`src/rtl/mouse_cursor_tracker.sv`:
```
// mouse_cursor_tracker
// Decodes 3-byte PS/2 stream packets into a clamped cursor cell position and
// button levels for the drawing circuit. Motion accumulates in a fine
// (sub-cell) position so FRAC_BITS sets the mouse sensitivity.
module mouse_cursor_tracker #(
    parameter int SCREEN_WIDTH   = 640,
    parameter int SCREEN_HEIGHT  = 480,
    parameter int CELL_DIMENSION = 5,
    parameter int UPPER_BITS     = $clog2(((SCREEN_WIDTH / CELL_DIMENSION) > (SCREEN_HEIGHT / CELL_DIMENSION))
                                          ? (SCREEN_WIDTH / CELL_DIMENSION) : (SCREEN_HEIGHT / CELL_DIMENSION)),
    parameter int FRAC_BITS      = 2,
    parameter int TIMEOUT_CYCLES = 2_000_000
) (
    input  logic                  iClk,
    input  logic                  iResetn,
    input  logic [7:0]            iData,
    input  logic                  iDataValid,
    input  logic                  iStreaming,
    output logic [UPPER_BITS-1:0] oX_cell,
    output logic [UPPER_BITS-1:0] oY_cell,
    output logic                  oLeftbtn,
    output logic                  oRightbtn,
    output logic                  oPacketValid,
    output logic                  oSyncError
);

    localparam int CELLS_X = SCREEN_WIDTH / CELL_DIMENSION;
    localparam int CELLS_Y = SCREEN_HEIGHT / CELL_DIMENSION;
    localparam int FINE_W  = UPPER_BITS + FRAC_BITS;
    localparam int SUM_W   = FINE_W + 2;
    localparam int CNT_W   = $clog2(TIMEOUT_CYCLES + 1);
    localparam int X_MAX   = (CELLS_X << FRAC_BITS) - 1;
    localparam int Y_MAX   = (CELLS_Y << FRAC_BITS) - 1;

    localparam logic signed [SUM_W-1:0] X_MAX_S = SUM_W'(X_MAX);
    localparam logic signed [SUM_W-1:0] Y_MAX_S = SUM_W'(Y_MAX);
    localparam logic [FINE_W-1:0]       X_RST   = FINE_W'((CELLS_X / 2) << FRAC_BITS);
    localparam logic [FINE_W-1:0]       Y_RST   = FINE_W'((CELLS_Y / 2) << FRAC_BITS);
    localparam logic [CNT_W-1:0]        CNT_END = CNT_W'(TIMEOUT_CYCLES - 1);

    typedef enum logic [1:0] {WAIT_B0, WAIT_B1, WAIT_B2, UPDATE} state_t;

    state_t            state_reg;
    logic [CNT_W-1:0]  cnt_reg;
    // Only the b0 fields that matter are kept
    logic              left_b0_reg, right_b0_reg;
    logic              xsign_reg, ysign_reg, xovf_reg, yovf_reg;
    logic [7:0]        dx_lo_reg, dy_lo_reg;
    // Fine position and the button levels of the last good packet
    logic [FINE_W-1:0] xf_reg, yf_reg;
    logic              left_reg, right_reg;
    logic              upd_reg;

    logic signed [SUM_W-1:0] dx_ext, dy_ext, x_sum, y_sum;
    logic [FINE_W-1:0]       x_next, y_next;

    // New fine position from the latched packet, clamped to the screen
    always_comb begin
        dx_ext = xovf_reg ? '0 : {{(SUM_W-8){xsign_reg}}, dx_lo_reg};
        dy_ext = yovf_reg ? '0 : {{(SUM_W-8){ysign_reg}}, dy_lo_reg};
        // PS/2 +Y points up while screen +Y points down
        x_sum  = $signed({2'b00, xf_reg}) + dx_ext;
        y_sum  = $signed({2'b00, yf_reg}) - dy_ext;
        x_next = x_sum[FINE_W-1:0];
        y_next = y_sum[FINE_W-1:0];
        if (x_sum[SUM_W-1]) begin
            x_next = '0;
        end else if (x_sum > X_MAX_S) begin
            x_next = FINE_W'(X_MAX);
        end
        if (y_sum[SUM_W-1]) begin
            y_next = '0;
        end else if (y_sum > Y_MAX_S) begin
            y_next = FINE_W'(Y_MAX);
        end
    end

    // Packet FSM, timeout counter, position registers and registered outputs
    always_ff @(posedge iClk) begin
        if (!iResetn) begin
            state_reg    <= WAIT_B0;
            cnt_reg      <= '0;
            left_b0_reg  <= 1'b0;
            right_b0_reg <= 1'b0;
            xsign_reg    <= 1'b0;
            ysign_reg    <= 1'b0;
            xovf_reg     <= 1'b0;
            yovf_reg     <= 1'b0;
            dx_lo_reg    <= '0;
            dy_lo_reg    <= '0;
            xf_reg       <= X_RST;
            yf_reg       <= Y_RST;
            left_reg     <= 1'b0;
            right_reg    <= 1'b0;
            upd_reg      <= 1'b0;
            oX_cell      <= UPPER_BITS'(CELLS_X / 2);
            oY_cell      <= UPPER_BITS'(CELLS_Y / 2);
            oLeftbtn     <= 1'b0;
            oRightbtn    <= 1'b0;
            oPacketValid <= 1'b0;
            oSyncError   <= 1'b0;
        end else begin
            // Output stage trails the UPDATE state by one cycle
            oX_cell      <= xf_reg[FINE_W-1:FRAC_BITS];
            oY_cell      <= yf_reg[FINE_W-1:FRAC_BITS];
            oLeftbtn     <= left_reg;
            oRightbtn    <= right_reg;
            oPacketValid <= upd_reg;
            upd_reg      <= 1'b0;
            oSyncError   <= 1'b0;

            if (!iStreaming) begin
                state_reg <= WAIT_B0;
                cnt_reg   <= '0;
            end else begin
                case (state_reg)
                    WAIT_B0: begin
                        cnt_reg <= '0;
                        if (iDataValid) begin
                            if (iData[3]) begin
                                left_b0_reg  <= iData[0];
                                right_b0_reg <= iData[1];
                                xsign_reg    <= iData[4];
                                ysign_reg    <= iData[5];
                                xovf_reg     <= iData[6];
                                yovf_reg     <= iData[7];
                                state_reg    <= WAIT_B1;
                            end else begin
                                oSyncError <= 1'b1;
                            end
                        end
                    end
                    WAIT_B1: begin
                        if (iDataValid) begin
                            dx_lo_reg <= iData;
                            cnt_reg   <= '0;
                            state_reg <= WAIT_B2;
                        end else if (cnt_reg == CNT_END) begin
                            cnt_reg   <= '0;
                            state_reg <= WAIT_B0;
                        end else begin
                            cnt_reg <= cnt_reg + 1'b1;
                        end
                    end
                    WAIT_B2: begin
                        if (iDataValid) begin
                            dy_lo_reg <= iData;
                            cnt_reg   <= '0;
                            state_reg <= UPDATE;
                        end else if (cnt_reg == CNT_END) begin
                            cnt_reg   <= '0;
                            state_reg <= WAIT_B0;
                        end else begin
                            cnt_reg <= cnt_reg + 1'b1;
                        end
                    end
                    UPDATE: begin
                        xf_reg    <= x_next;
                        yf_reg    <= y_next;
                        left_reg  <= left_b0_reg;
                        right_reg <= right_b0_reg;
                        upd_reg   <= 1'b1;
                        cnt_reg   <= '0;
                        state_reg <= WAIT_B0;
                    end
                    default: begin
                        cnt_reg   <= '0;
                        state_reg <= WAIT_B0;
                    end
                endcase
            end
        end
    end

endmodule
```
`config.mk`:
```
export PLATFORM = sky130hd
export DESIGN_NAME = mouse_cursor_tracker
export DESIGN_NICKNAME = d
export VERILOG_FILES = /design/src/rtl/mouse_cursor_tracker.sv
export SDC_FILE = /design/constraint.sdc
export NUM_CORES = 1
export LEC_CHECK = 0
export BUFFER_PORTS_ARGS = -buffer_cell sky130_fd_sc_hd__buf_2
export CAP_MARGIN = 5
export CORE_MARGIN = 5
export CORE_UTILIZATION = 30
export CTS_BUF_LIST = sky130_fd_sc_hd__clkbuf_16
export DETAILED_ROUTE_END_ITERATION = 10
export GPL_ROUTABILITY_DRIVEN = 1
export GPL_TIMING_DRIVEN = 0
export SYNTH_ARGS = -nofsm -noshare
export SYNTH_HDL_FRONTEND = slang
export SYNTH_SLANG_ARGS = --single-unit
```
`constraint.sdc`:
```
create_clock -name iClk -period 6.4 [get_ports iClk]
set_input_delay 0.64 -clock iClk [delete_from_list [all_inputs] [get_ports iClk]]
set_output_delay 0.64 -clock iClk [all_outputs]
set_load 0.1 [all_outputs]
```
==> impl_metrics.csv <==
group,metric,value,unit
timing,relSlewSlack,54.1,%
layout,layout.nets,563,
critical_path,critPathCaptureType,"register",
detailed_routing,drc_errors,0,
clocking,cts_hold_buf,0,
global_route,grt_antenna_before_repair,0,
yosys,yosys-top-cells-area,"dfxtp_1 (40%), ha_1 (6.3%), nand2_1 (5.5%), nor2_1 (5.2%), a21oi_1 (4.2%)",
critical_path,worstPathCellList,"nor2b_1 -> ha_1 -> inv_1 -> fa_1 -> a211oi_2 -> o21ai_2 -> and3_4 -> nor3_4 -> and3b_1 -> a221o_1",
power_and_ir_drop,p_sw_share,21.8,%
die,core.rowCount,43,
detailed_routing,viasPerCell,4.93,
clocking,cts_inserted_buffers,9,
die,initial_core_util,30.5,%
global_route,grt_overflow,0,
critical_path,cpPeakStageDelay,0.43,ns
layout,diodes,0,
timing,rsz0062_at_grt,"false",
yosys,synth_common_cells,"dfxtp_1 (84), nand2_1 (62), nor2_1 (58)",
layout,area_growth,16.2,%
yosys,ys_seq_area_share,40.1,%
timing,skew,0.00718,ns
critical_path,crit_buf_inv,1,
power_and_ir_drop,irDropWorstVdd,121,uV
timing,finalSetupViolCount,0,
detailed_routing,drt_wl_total,9.77,mm
global_route,track_usage,12.4,%
yosys,postSynth.asyncResetShare,0,%
placement,dp_hpwl,7.17,mm
critical_path,r2r_end,"yf_reg[7]$_SDFFE_PN1P_",
critical_path,reg2reg_depth,10,
clocking,root_buffer,"clkbuf_16",
die,die_x,128,um
clocking,clock-sinks,84,
layout,largest_register_ffs,21,
detailed_routing,drt_iter0_drc,204,
power_and_ir_drop,power_density,231,mW/mm^2
clocking,cts_tree,"yes",
critical_path,worstPathRequired,6.63,ns
die,chipHeight,128,um
power_and_ir_drop,power,1130,uW
yosys,postSynthCellCount,490,
timing,post-route-min-period,2.84,ns
timing,tightest_slew,0.682,ns
job,cap_violations,0,
critical_path,critPathLaunchType,"register",
yosys,syn_avg_cell_area,8.56,sq um
placement,io_buffers,27,
die,io_pins,30,
clocking,cts.clk_slew.worst_paths,0.06,ns
yosys,synth_most_common_cell,"dfxtp_1",
critical_path,cp_num_cells,10,
clocking,clk_latency,0.35,ns
timing,tns,0,ns
outcome,status,"finished clean",
timing,finalMaxSlewViolations,0,
yosys,dominantRegCellSynth,"dfxtp_1",
yosys,yosysWarnings,0,
clocking,cts-htree-levels,3,
power_and_ir_drop,seqPwrFrac,46.8,%
power_and_ir_drop,p_switching,245,uW
global_route,grt_pass1_wl,16.3,mm
timing,hold_viol_final,0,
yosys,synth-seq-cells,84,
timing,fmax,353,MHz
min_path,holdPathStages,1,
layout,drive_gt1_share,11.3,%
yosys,netlist_area,0.00420,sq mm
power_and_ir_drop,leakagePower,0.00194,uW
yosys,yosysTopAreaCell,"dfxtp_1",
placement,gp_congestion,0.920,
critical_path,r2r_start,"yovf_reg$_SDFFE_PN0P_",
yosys,netlist-cell-type-count,58,
detailed_routing,wl_per_cell,13.7,um
critical_path,path_class,"reg2reg",
yosys,synth_edf_count,0,
min_path,hp-start,"upd_reg$_SDFF_PN0_",
global_route,grt_max_degree,15,
clocking,cts.path.max_buffers,2,
critical_path,r2r_slack,3.56,ns
power_and_ir_drop,clockPowerShare,49.2,%
critical_path,crit_fanout,10,
die,dieArea,0.0165,sq mm
detailed_routing,num_vias,3518,
detailed_routing,ant_nets,0,
clocking,cts-resized-gates,0,
die,coreArea,0.0138,sq mm
min_path,min_to,"oPacketValid$_SDFF_PN0_",
yosys,synth.net_count,525,
global_route,first_global_vias,3343,
critical_path,arrival,3.07,ns
detailed_routing,firstDrtPassIters,4,
yosys,synth_top_area_share,40.1,%
power_and_ir_drop,intPower,880,uW
timing,post-route-period-util,44.3,%
min_path,hold_class,"reg2reg",
critical_path,cp_top_family,"simple AND/OR/NAND/NOR gates",
critical_path,cpMaxStageDelayCell,"fa_1",
power_and_ir_drop,combinationalPowerShare,4.0,%
clocking,cts_setup_buffers,0,
[layout by cell type, fill, tap and decap left out, types with 3 or more instances in the layout]
master     count
nor2_1        58
nand2_1       62
buf_2         31
o21bai_1       5
a21oi_1       35
o21ai_0       12
clkbuf_1      10
a21o_1         8
nand3_1       17
nand2b_1      12
xor2_1        18
inv_1         16
a31oi_1        5
nand4_1        8
o2111ai_1      3
and2_1        13
nor4_1         4
a311oi_1       5
and3_1         7
xnor2_1       14
nor2b_1       13
a211oi_1       4
clkbuf_16      9
ha_1          21
dfxtp_1       84
nor3_1         6
mux2i_1        8
[power by group through the flow]
stage,clock [uW],sequential (uW),combinational (uW)
2_1_floorplan,0,540,28.1
3_3_place_gp,0,539,43.7
3_5_place_dp,0,539,44.6
4_1_cts,569,527,45.0
5_1_grt,589,527,49.1
6_report,554,527,44.6
[final cells by class]
cell class | instances | area, sq um
Inverter | 16 | 60.1
Clock inverter | 7 | 92.6
Clock buffer | 9 | 225
Tap cell | 180 | 225
Multi-Input combinational cell | 374 | 2390
Fill cell | 1439 | 8900
Sequential cell | 84 | 1680
Buffer | 16 | 68.8
Timing Repair Buffer | 27 | 135
[how the worst max path moves through the flow]
stage	from	to	slack (ns)
2_1_floorplan	yovf_reg$_SDFFE_PN0P_	yf_reg[7]$_SDFFE_PN1P_	3.95
3_3_place_gp	yovf_reg$_SDFFE_PN0P_	yf_reg[5]$_SDFFE_PN0P_	3.62
3_5_place_dp	yovf_reg$_SDFFE_PN0P_	yf_reg[7]$_SDFFE_PN1P_	3.58
4_1_cts	yovf_reg$_SDFFE_PN0P_	yf_reg[5]$_SDFFE_PN0P_	3.53
5_1_grt	yovf_reg$_SDFFE_PN0P_	yf_reg[4]$_SDFFE_PN0P_	3.33
6_report	yovf_reg$_SDFFE_PN0P_	yf_reg[7]$_SDFFE_PN1P_	3.56
[per-stage QoR]
stage / worst slack (ns) / cell area [sq um] / std cells / utilization [%] / hold WS (ns)
2_1_floorplan: 3.95 / 4200 / 490 / - / 0.412
3_3_place_gp: 3.62 / 4560 / 697 / 33.1 / 0.424
3_5_place_dp: 3.58 / 4560 / 697 / 33.1 / 0.420
4_1_cts: 3.53 / 4870 / 713 / 35.4 / 0.433
5_1_grt: 3.33 / 4870 / 713 / 35.4 / 0.457
6_report: 3.56 / 4870 / 713 / 35.4 / 0.432
[kinds of logic after synthesis]
group / Yosys count / synth area share (%)
compound gates: 96 / 15.6
xor+xnor: 33 / 7.07
fa+ha+maj: 23 / 7.22
buf+inv: 32 / 3.07
flops: 84 / 40.1
mux: 8 / 1.91
simple gates: 214 / 25.0
[routing by layer]
layer | GRT usage, % | part of all wire [%] | vias up
li1 | - | - | 1783
met1 | 15.0 | 46 | 1650
met2 | 20.4 | 47 | 64
met3 | 3.58 | 3.9 | 21
met4 | 5.62 | 3.1 | 0
met5 | 0 | 0 | -
Note: power is estimated with default switching activity, not from simulation.
